==> config.mk <==
export PLATFORM = sky130hd
export DESIGN_NAME = pipe_ctrl
export DESIGN_NICKNAME = d
export VERILOG_FILES = /design/src/rtl/pipe_ctrl_pkg.sv /design/src/rtl/pipe_hazard_detect.sv /design/src/rtl/pipe_ctrl.sv
export SDC_FILE = /design/constraint.sdc
export NUM_CORES = 1
export LEC_CHECK = 0
export ABC_AREA = 1
export ABC_CLOCK_PERIOD_IN_PS = 2040
export BUFFER_PORTS_ARGS = -buffer_cell sky130_fd_sc_hd__buf_2
export CAP_MARGIN = 15
export CORE_UTILIZATION = 31
export CTS_BUF_LIST = sky130_fd_sc_hd__clkbuf_4 sky130_fd_sc_hd__clkbuf_8 sky130_fd_sc_hd__clkbuf_16
export DETAILED_ROUTE_END_ITERATION = 10
export RECOVER_POWER = 25
export SYNTH_ARGS = -nofsm -noshare
export SYNTH_HDL_FRONTEND = slang
export SYNTH_SLANG_ARGS = --single-unit
export TNS_END_PERCENT = 100
==> constraint.sdc <==
create_clock -name clk -period 2.04 [get_ports clk]
set_input_delay 0.408 -clock clk [delete_from_list [all_inputs] [get_ports clk]]
set_output_delay 0.408 -clock clk [all_outputs]
set_load 0.01 [all_outputs]
==> src/rtl/pipe_ctrl_pkg.sv <==
// ---------------------------------------------------------------------------
// pipe_ctrl_pkg
// Shared definitions for the pipeline sequencer:
//   state_t      - sequencer FSM states (RUN, MEM_WAIT)
//   REG_W_DEF    - default register-address width
//   CNT_W        - width of the optional performance counters
//   sat_inc32()  - saturating increment used by the performance counters
// ---------------------------------------------------------------------------
package pipe_ctrl_pkg;

    typedef enum logic {
        RUN      = 1'b0,
        MEM_WAIT = 1'b1
    } state_t;

    localparam int REG_W_DEF = 4;
    localparam int CNT_W     = 32;

    // Increment that sticks at all-ones instead of wrapping to zero.
    function automatic logic [CNT_W-1:0] sat_inc32(input logic [CNT_W-1:0] val);
        if (&val) begin
            return val;
        end
        return val + 1'b1;
    endfunction

endpackage

==> src/rtl/pipe_hazard_detect.sv <==
// ---------------------------------------------------------------------------
// pipe_hazard_detect
// Purely combinational RAW hazard comparator between the instruction in ID
// and the write-back destinations of the instructions in EXE and MEM.
// Kept separate so a forwarding unit can reuse the same comparison.
//
// Ports:
//   i_id_valid    - ID holds a real instruction
//   i_id_src1     - first source register
//   i_id_src2     - second source register
//   i_id_use_src2 - instruction actually reads src2
//   i_exe_wb_en   - EXE instruction writes back
//   i_exe_dest    - EXE destination register
//   i_mem_wb_en   - MEM instruction writes back
//   i_mem_dest    - MEM destination register
//   o_haz         - ID depends on a result not yet written back
// ---------------------------------------------------------------------------
module pipe_hazard_detect
    import pipe_ctrl_pkg::*;
#(
    parameter int REG_W = REG_W_DEF
) (
    input  logic             i_id_valid,
    input  logic [REG_W-1:0] i_id_src1,
    input  logic [REG_W-1:0] i_id_src2,
    input  logic             i_id_use_src2,
    input  logic             i_exe_wb_en,
    input  logic [REG_W-1:0] i_exe_dest,
    input  logic             i_mem_wb_en,
    input  logic [REG_W-1:0] i_mem_dest,
    output logic             o_haz
);

    logic w_src1_hit;
    logic w_src2_hit;

    assign w_src1_hit = (i_exe_wb_en && (i_id_src1 == i_exe_dest)) ||
                        (i_mem_wb_en && (i_id_src1 == i_mem_dest));

    // src2 only matters when the instruction actually reads it.
    assign w_src2_hit = i_id_use_src2 &&
                        ((i_exe_wb_en && (i_id_src2 == i_exe_dest)) ||
                         (i_mem_wb_en && (i_id_src2 == i_mem_dest)));

    assign o_haz = i_id_valid && (w_src1_hit || w_src2_hit);

endmodule

==> src/rtl/pipe_ctrl.sv <==
// ---------------------------------------------------------------------------
// pipe_ctrl
// Central pipeline sequencer for the five-stage core. Each cycle it decides
// whether the stage registers advance, hold, take a bubble or are flushed.
// Priority: memory stall > branch flush > RAW hazard.
//
// Optional feature macro: PIPE_CTRL_PERF_EN adds the stall_cycles and
// flush_count saturating performance counters (ports and registers).
//
// Ports:
//   clk, rst          - clock, synchronous active-high reset
//   id_*              - ID-stage source operands and valid
//   exe_wb_en/dest    - EXE write-back destination
//   mem_wb_en/dest    - MEM write-back destination
//   exe_branch_taken  - branch resolved taken in EXE
//   exe_mem_req       - load/store presented to data memory
//   mem_ready         - data memory completes the access this cycle
//   stall_all         - every stage register holds
//   freeze            - PC and IF/ID hold
//   bubble            - ID/EXE loads a NOP
//   flush             - IF/ID and ID/EXE clear
//   mem_err           - sticky: an access timed out
//   stall_cycles      - (PIPE_CTRL_PERF_EN) cycles with freeze=1
//   flush_count       - (PIPE_CTRL_PERF_EN) cycles with flush=1
// ---------------------------------------------------------------------------
module pipe_ctrl
    import pipe_ctrl_pkg::*;
#(
    parameter int MEM_TIMEOUT = 255,
    parameter int REG_W       = REG_W_DEF
) (
    input  logic             clk,
    input  logic             rst,
    input  logic             id_valid,
    input  logic [REG_W-1:0] id_src1,
    input  logic [REG_W-1:0] id_src2,
    input  logic             id_use_src2,
    input  logic             exe_wb_en,
    input  logic [REG_W-1:0] exe_dest,
    input  logic             mem_wb_en,
    input  logic [REG_W-1:0] mem_dest,
    input  logic             exe_branch_taken,
    input  logic             exe_mem_req,
    input  logic             mem_ready,
    output logic             stall_all,
    output logic             freeze,
    output logic             bubble,
    output logic             flush,
    output logic             mem_err
`ifdef PIPE_CTRL_PERF_EN
    ,
    output logic [CNT_W-1:0] stall_cycles,
    output logic [CNT_W-1:0] flush_count
`endif
);

    // Guard against a zero-width counter if MEM_TIMEOUT is set to 0.
    localparam int WCNT_W = (MEM_TIMEOUT > 0) ? $clog2(MEM_TIMEOUT + 1) : 1;
    localparam logic [WCNT_W-1:0] TMO = WCNT_W'(MEM_TIMEOUT);

    state_t            r_state;
    logic [WCNT_W-1:0] r_wcnt;
    logic              r_mem_err;

    logic w_haz;
    logic w_mem_stall;
    logic w_stall;
    logic w_flush;
    logic w_bubble;

    pipe_hazard_detect #(
        .REG_W (REG_W)
    ) u_haz (
        .i_id_valid    (id_valid),
        .i_id_src1     (id_src1),
        .i_id_src2     (id_src2),
        .i_id_use_src2 (id_use_src2),
        .i_exe_wb_en   (exe_wb_en),
        .i_exe_dest    (exe_dest),
        .i_mem_wb_en   (mem_wb_en),
        .i_mem_dest    (mem_dest),
        .o_haz         (w_haz)
    );

    // Memory stall: in RUN a request that is not immediately ready stalls;
    // in MEM_WAIT we keep stalling until ready or the watchdog expires.
    always_comb begin
        w_mem_stall = 1'b0;
        case (r_state)
            RUN:      w_mem_stall = exe_mem_req && !mem_ready;
            MEM_WAIT: w_mem_stall = !mem_ready && (r_wcnt != TMO);
            default:  w_mem_stall = 1'b0;
        endcase
    end

    // All control outputs are forced low while reset is asserted. A branch
    // seen during a stall stays in the frozen EXE register, so it is
    // naturally flushed on the release cycle.
    assign w_stall  = !rst && w_mem_stall;
    assign w_flush  = !rst && exe_branch_taken && !w_mem_stall;
    assign w_bubble = !rst && w_haz && !exe_branch_taken && !w_mem_stall;

    assign stall_all = w_stall;
    assign flush     = w_flush;
    assign bubble    = w_bubble;
    assign freeze    = w_stall || w_bubble;
    assign mem_err   = r_mem_err;

    always_ff @(posedge clk) begin
        if (rst) begin
            r_state   <= RUN;
            r_wcnt    <= '0;
            r_mem_err <= 1'b0;
        end else begin
            case (r_state)
                RUN: begin
                    if (exe_mem_req && !mem_ready) begin
                        r_state <= MEM_WAIT;
                        r_wcnt  <= '0;
                    end
                end
                MEM_WAIT: begin
                    if (mem_ready) begin
                        r_state <= RUN;
                    end else if (r_wcnt == TMO) begin
                        r_state   <= RUN;
                        r_mem_err <= 1'b1;
                    end else begin
                        r_wcnt <= r_wcnt + 1'b1;
                    end
                end
                default: begin
                    r_state <= RUN;
                end
            endcase
        end
    end

`ifdef PIPE_CTRL_PERF_EN
    logic [CNT_W-1:0] r_stall_cycles;
    logic [CNT_W-1:0] r_flush_count;

    always_ff @(posedge clk) begin
        if (rst) begin
            r_stall_cycles <= '0;
            r_flush_count  <= '0;
        end else begin
            if (freeze) begin
                r_stall_cycles <= sat_inc32(r_stall_cycles);
            end
            if (w_flush) begin
                r_flush_count <= sat_inc32(r_flush_count);
            end
        end
    end

    assign stall_cycles = r_stall_cycles;
    assign flush_count  = r_flush_count;
`endif

endmodule
---- Word-level counts from Yosys, hierarchy flattened ----
Cells that the tools add are included.
word-level totals
  register bits after elaboration ......... 10
  bits of input ports ..................... 25
  output and inout bits ................... 5
  word-level logic and storage cells ...... 48
operators by class
  add/subtract/negate cells ............... 1
  equal/unequal tests ..................... 9
  mux-type cells .......................... 9
  bitwise operators ....................... 2
  reductions and logical operators ........ 24
operator list
  operator                                       count
  2-to-1 mux 8 bit                               3
  == test 4 bit                                  4
  one-hot mux 8 bit (2 select lines)             1
  logical AND 1 bit                              14
  adder 8 x 1 -> 8 bit (second input constant)   1
  == test 8 bit (second input constant)          1
  inequality test 8 bit (second input constant)  1
  inequality test 2 bit (second input constant)  3
  AND reduction 3 bit                            2
  zero test 1 bit                                4
  logical OR 1 bit                               4
  one-hot mux 1 bit (2 select lines)             2
  2-to-1 mux 1 bit                               3
  NOT 1 bit                                      2

---- Depth between registers and ports, before layout ----
Gate-level depths: netlist of run 1.
  word-level depth ........................ 10
  gate-level depth with buffers ........... 10
  depth with buffers taken out ............ 10

---- Hierarchy ----
Synthesis of run 1 repeated with hierarchy kept, for this count alone.
second synthesis, totals
  cells, all modules ...................... 165
  area, all modules ....................... 907.1 um^2
modules (own cells, without submodules)
  module              instances  cells each  area an instance (um^2)  seq. area each (um^2)
  pipe_ctrl           1          94          610.6                    200.2
  pipe_hazard_detect  1          71          296.5                    0.0

---- Worst setup path after synthesis of run 1 ----
Ideal clock, no wire load.
  kind .................................... reg-to-output
  start point ............................. reg r_wcnt[0]
  end point ............................... out flush
  data arrival time ....................... 1.266 ns
  data required time ...................... 1.632 ns
  slack ................................... 0.366 ns
  cell stages (with the launch flop) ...... 9
  buffers on the path ..................... 1
  cells stage by stage .................... dfxtp_1 ha_1 nand2_1 inv_1 nand3_2 nand2_2 nand2_2 buf_6 nor3_1
on the way
  longest elaborated chain between the ends .. 5
ends and longest elaborated chain
  what                                line              RTL
  from (decl)                         pipe_ctrl.sv:62   logic [WCNT_W-1:0] r_wcnt;
  from (signal assigned)              pipe_ctrl.sv:129  r_wcnt <= r_wcnt + 1'b1;
  inequality test 8 bit               pipe_ctrl.sv:91   MEM_WAIT: w_mem_stall = !mem_ready && (r_wcnt != TMO);
  logical AND 1 bit                   pipe_ctrl.sv:91
  one-hot mux 1 bit (2 select lines)  pipe_ctrl.sv:89   case (r_state)
  zero test 1 bit                     pipe_ctrl.sv:100  assign w_flush = !rst && exe_branch_taken && !w_mem_stall;
  logical AND 1 bit                   pipe_ctrl.sv:100
  to (decl)                           pipe_ctrl.sv:48   output logic flush,
No other way between the ends.

---- Worst setup path in the final report of run 1 ----
  start point ............................. reg r_wcnt[0]
  end point ............................... out freeze
on the way
  longest elaborated chain between the ends .. 6
  elaborated cells on any way between the ends .. 7
  classes of those cells .................. eq/ne (1); mux (1); reduce/logical (5)
ends and longest elaborated chain
  what                                    line              RTL
  inequality test 8 bit (*)               pipe_ctrl.sv:91
  logical AND 1 bit (*)                   pipe_ctrl.sv:91
  one-hot mux 1 bit (2 select lines) (*)  pipe_ctrl.sv:89
  zero test 1 bit                         pipe_ctrl.sv:101  assign w_bubble = !rst && w_haz && !exe_branch_taken && !w_mem_stall;
  logical AND 1 bit                       pipe_ctrl.sv:101
  logical OR 1 bit (*)                    pipe_ctrl.sv:106  assign freeze = w_stall || w_bubble;
  to (decl)                               pipe_ctrl.sv:46   output logic freeze,
Every way passes the cells marked *; elsewhere a longest branch is shown, timed or not.

==> out/qor.csv, run 1 <==
metric,value,unit
status,"complete, no violations",
Worst-Margin Slew,189,ps
share of cells above drive strength 1,23.2,%
max-slew violations,0,
starting density of the core,33.5,%
"Clk Latency, worst-skew pair",260,ps
Critical Path AT,1510,ps
CP Cell Sequence,ha_2 > nand2_2 > inv_2 > nand3_2 > nand2_2 > nand2_2 > nor2_1 > nand2_1 > nand2_1 > buf_2,
Synth Instances,157,
post-route worst setup slack,125,ps
core area,2540,um2
CTS Hold Bufs,0,
final number of hold-violating endpoints,0,
Worst VDD drop,0.364,mV
Synth Cell Area,852,um2
Tmin final,1910,ps
setup TNS,0,ps
number of global-route vias before repair,812,
ANT nets after route,0,
RSZ-0062 raised after global routing,false,
n_diodes,0,
Worst path max stage delay,360,ps
critical path's top delay family,simple AND/OR/NAND/NOR gates,
die area,2960,um2
row count,18,
CTS sink cnt,10,
Die Height,54.4,um
I/O Buffers,29,
hold path endpoint,r_wcnt[0],
P_sw,0.000137,W
Post-CTS Setup Bufs,0,
worst endpoint required time,1630,ps
WP depth,10,
CTS Buffer Depth,2,
Initial DRC Count,15,
CP endpoint kind,output pin,
startpoint types,flip-flop,
Pwr Density,455,nW/um2
critical path peak fanout,4,
Cells after DPL,216,
H-Tree Depth,1,
Setup Skew,0.441,ps
RR Endpoint,r_wcnt[6],
initial antenna violation count,0,
Max Cap Viol,0,
die width,54.4,um
fin crit share,93.9,%
GPL Wtd Cong,0.815,
Hold Slack,352,ps
"Seq/Total Area, Yosys",23.5,%
R2R cell count,11,
WHS Path Cells,2,
CTS tree,yes,
sequential share of power,40.7,%
r2r setup slk,600,ps
DRC violations left,0,
combinational power share,22.3,%
first-pass GRT wire length,3140,um
Layout Nets,217,
number of buffers created by CTS,3,
io pins,30,
total grt overflow,0,
Pre-Repair DR Iteration Count,4,
Area growth syn-to-layout,26.0,%
total track usage,14.2,%
per-cell routed wire length,8.67,um
"flops & latches, synth",10,
DR vias,989,
Crit Path Class,flip-flop to output pin,
Netlist cell types,18,
Hold Crit Start,rst,
"leading cell type in the layout, fill and taps excluded",nand2_1,
Pleak,0.631,nW
clock power share,37.0,%
CTS root buf,clkbuf_4,
Tightest Hold Check Type,input pin to flip-flop,
FF-to-FF Start,r_wcnt[0],
most frequent cells in the layout,"nand2_1 (49), inv_1 (31), buf_2 (28)",
largest net degree at the start of global routing,10,
Max Freq,522,MHz
synth warn,0,
Finished Layout Cells,220,
syn_area_per_cell,5.43,um2
hpwl dp,1610,um
switch share,28.1,%
worst rel slew slack,87.4,%
Util after Layout,42.2,%
CP max stage cell,dfxtp_2,
Internal,0.000351,W
Total Wirelength,1910,um
Vias/cell,4.50,
WP buf/inv,2,
"Reg clk slew, reported paths",70,ps
cell mode on critical path,nand2_2,
Synth Net Count,183,
"worst slack, placed",333,ps
final setup fails,0,
==> layout make-up <==
| cell class | instances | area (um2) |
|---|---|---|
| inverter | 33 | 129 |
| clock buffer | 4 | 36.3 |
| sequential | 10 | 203 |
| timing repair buffer | 30 | 151 |
| tap | 30 | 37.5 |
| multi-input combinational | 113 | 517 |
| fill | 295 | 1470 |
==> worst max path at each step <==
| stage | slack, ps | endpoint | from |
|---|---|---|---|
| finish | 130 | freeze | r_wcnt[0] |
| global route | 4 | freeze | r_wcnt[0] |
| CTS | 30 | freeze | r_wcnt[0] |
| detailed placement | 330 | freeze | r_wcnt[0] |
| global placement | 350 | freeze | r_wcnt[0] |
| floorplan | 370 | flush | r_wcnt[0] |
==> power groups by stage <==
stage / Combinational, W / Clock [W] / Sequential [W]
2_1_floorplan: 0.0000639 / 0 / 0.000203
3_3_place_gp: 0.000108 / 0 / 0.000203
3_5_place_dp: 0.000110 / 0 / 0.000203
4_1_cts: 0.000110 / 0.000188 / 0.000198
5_1_grt: 0.000125 / 0.000199 / 0.000199
6_report: 0.000109 / 0.000181 / 0.000199
==> sequential cells by signal (all words and copies together), names as in the netlist <==
signal	count
r_wcnt	8
mem_err	1
r_state	1
==> stage by stage <==
step	power, W	instance area [um2]
after floorplan	0.000266	852
after global placement	0.000311	1030
after detailed placement	0.000313	1030
after CTS	0.000497	1070
after global routing	0.000522	1070
final	0.000488	1070
==> cell families (layout without fill, tap and decap cells) <==
group                    count (synthesis)  count (layout)  synth area share, %
AO/OA/AOI/OAI                           11              11                 6.75
XOR/XNOR                                 4               4                 4.11
AND/OR/NAND/NOR                         97              97                 47.7
buffers and inverters                   34              67                 16.4
flip-flops                              10              10                 23.5
adder cells (fa/ha/maj)                  1               1                 1.47
==> routing by layer <==
| layer | global-route usage, % | part of all wire (%) | vias up |
|---|---|---|---|
| li1 | - | - | 535 |
| met1 | 19.9 | 50 | 429 |
| met2 | 21.5 | 45 | 25 |
| met3 | 5.00 | 5.1 | 0 |
| met4 | 1.28 | 0 | 0 |
| met5 | 0 | 0 | - |
==> cell usage after synthesis <==
cell / n / area, um2
a21oi_1: 5 / 25.0
buf_6: 1 / 11.3
clkinv_4: 1 / 8.76
dfxtp_1: 10 / 200
ha_1: 1 / 12.5
inv_1: 32 / 120
nand2_1: 50 / 188
nand2_2: 3 / 18.8
nand3_1: 11 / 55.1
nand3_2: 1 / 10.0
nand4_1: 2 / 12.5
nor2_1: 27 / 101
nor2_4: 1 / 11.3
nor3_1: 2 / 10.0
o21a_1: 1 / 7.51
o21ai_0: 5 / 25.0
xnor2_1: 3 / 26.3
xor2_1: 1 / 8.76
==> what timing repair did <==
| item | in CTS | in global routing |
|---|---|---|
| resized for setup | 0 | 5 |
| hold endpoints to repair | 0 | 0 |
| endpoints found under the setup margin | 0 | 4 |
Note: power is estimated with default switching activity, not from simulation.
==> run 2: changes to the inputs <==
Settings changed: BUFFER_PORTS_ARGS -buffer_cell sky130_fd_sc_hd__buf_2 to unset, DONT_BUFFER_PORTS set to 1.
==> out/qor.csv, run 2 (synthesis gave the netlist of run 1 again) <==
metric,value,unit,change
status,"complete, no violations",,
most frequent cells in the layout,"nand2_1 (50), inv_1 (31), nor2_1 (27)",,
CP endpoint kind,output pin,,
Die Height,54.4,um,unchanged
Tmin final,1920,ps,+1.05 ps
die area,2960,um2,unchanged
Top reg by flops,r_wcnt,,
CTS sink cnt,10,,unchanged
r2r setup slk,720,ps,+120 ps
"Reg clk slew, reported paths",70,ps,about the same
fin area,941,um2,-12%
Multi-input gate area,536,um2,+3.6%
CTS Buffer Depth,2,,unchanged
Vias/cell,4.59,,+2.1%
fillcell total,308,,+4.4%
Layout Nets,187,,-14%
Worst-Margin Slew,244,ps,+55.0 ps
"leading cell type in the layout, fill and taps excluded",nand2_1,,
per-cell routed wire length,9.56,um,+10%
Area growth syn-to-layout,10.4,%,
max-slew violations,0,,unchanged
R2R cell count,10,,-1
DR vias,872,,-12%
total grt overflow,0,,unchanged
DRC violations left,0,,unchanged
worst rel slew slack,83.7,%,-3.7 points
Max Cap Viol,0,,unchanged
register area,203,um2,unchanged
n_diodes,0,,unchanged
Setup Skew,1.19,ps,+0.745 ps
Placed Area,878,um2,-15%
share of cells above drive strength 1,8.75,%,-14 points
io pins,30,,unchanged
Critical Path AT,1510,ps,about the same
fin crit share,93.9,%,about the same
initial antenna violation count,0,,unchanged
Pre-Repair DR Iteration Count,4,,unchanged
critical path peak fanout,12,,+8
H-Tree Depth,1,,unchanged
"Clk Latency, worst-skew pair",270,ps,about the same
Total Wirelength,1820,um,-4.8%
FF-to-FF Start,r_wcnt[0],,
setup TNS,0,ps,unchanged
starting density of the core,33.5,%,unchanged
crit path to,freeze,,
worst endpoint required time,1630,ps,about the same
PnR Total Power,0.000459,W,-6.0%
Critical Path Source,r_wcnt[0],,
number of global-route vias before repair,738,,-9.1%
Crit Path Class,flip-flop to output pin,,
row count,18,,unchanged
post-route worst setup slack,124,ps,-1.05 ps
ANT nets after route,0,,unchanged
RR Endpoint,r_wcnt[4],,
Max Freq,522,MHz,about the same
Hold Slack,188,ps,-164 ps
Worst VDD drop,0.279,mV,-23%
RSZ-0062 raised after global routing,false,,
startpoint types,flip-flop,,
number of buffers created by CTS,3,,unchanged
Pleak,0.515,nW,-18%
first-pass GRT wire length,2900,um,-7.5%
"worst slack, placed",237,ps,-95.4 ps
core area,2540,um2,unchanged
total track usage,13.8,%,-0.44 points
CTS Hold Bufs,0,,unchanged
final setup fails,0,,unchanged
die width,54.4,um,unchanged
final number of hold-violating endpoints,0,,unchanged
Pwr Density,488,nW/um2,+7.3%
Tightest Hold Check Type,input pin to flip-flop,,
GPL Wtd Cong,0.800,,-1.8%
Initial DRC Count,18,,+3
number of flip-flops under the largest register name,8,,unchanged
I/O Buffers,0,,-100%
hpwl dp,1510,um,-6.6%
WHS Path Cells,1,,-1
largest net degree at the start of global routing,13,,+3
CTS tree,yes,,
CTS root buf,clkbuf_4,,
## run 2: changes by cell type in the layout (fill, tap and decap cells not counted)
cell      delta
nor3_1       -1
buf_2       -28
nand2_2      -3
nand2_1      +1
nor3_2       +1
nand2_4      +1
ha_1         +1
buf_4        -1
clkbuf_1     -1
nand2_8      +1
ha_2         -1
## run 2: layout make-up
| type | count | share of cell area (%) |
|---|---|---|
| inverters | 33 | 13.7 |
| flip-flops and latches | 10 | 21.5 |
| multi-input cells | 113 | 56.9 |
| well taps | 30 | 3.99 |
| clock buffers | 4 | 3.86 |
## run 2: metrics by stage
stage | util, % | cells
2_1_floorplan | - | 157
3_3_place_gp | 34.5 | 186
3_5_place_dp | 34.5 | 186
4_1_cts | 36.3 | 190
5_1_grt | 37.0 | 190
6_report | 37.0 | 190
## run 2: how the worst min path moves through the flow
stage / from / endpoint / slack [ps]
2_1_floorplan: r_wcnt[2] / r_wcnt[2] / 460
3_3_place_gp: rst / r_wcnt[3] / 480
3_5_place_dp: rst / r_wcnt[3] / 480
4_1_cts: rst / r_wcnt[3] / 180
5_1_grt: rst / r_wcnt[0] / 170
6_report: rst / r_wcnt[0] / 190
## run 2: timing repair
| item | 4_1_cts | 5_1_grt |
|---|---|---|
| buffers inserted | 0 | 0 |
| resized for setup | 2 | 5 |
| setup endpoints to repair | 4 | 4 |
## run 2: critical path, stage by stage (launching register included)
cell	delay [ps]
dfxtp_2	350
ha_1	160
nand2_1	80
inv_2	70
nand3_2	100
nand2_4	100
nand2_8	90
nor2_1	100
nand2_1	80
nand2_1	100
## run 2: metal layers
metal	routed length, um	part of all wire [%]	track usage [%]	up-vias
li1	-	-	-	477
met1	902	50	17.5	373
met2	806	44	21.7	19
met3	90	5.0	5.83	3
met4	17	0.94	2.56	0
met5	0	0	0	-
## run 2: where the power goes
part,switching [W],total [W],internal (W),leakage [nW]
clock network,0.0000755,0.000184,0.000109,0.0210
registers,0.00000194,0.000199,0.000197,0.0817
logic,0.0000473,0.0000762,0.0000290,0.413
total,0.000125,0.000459,0.000334,0.515
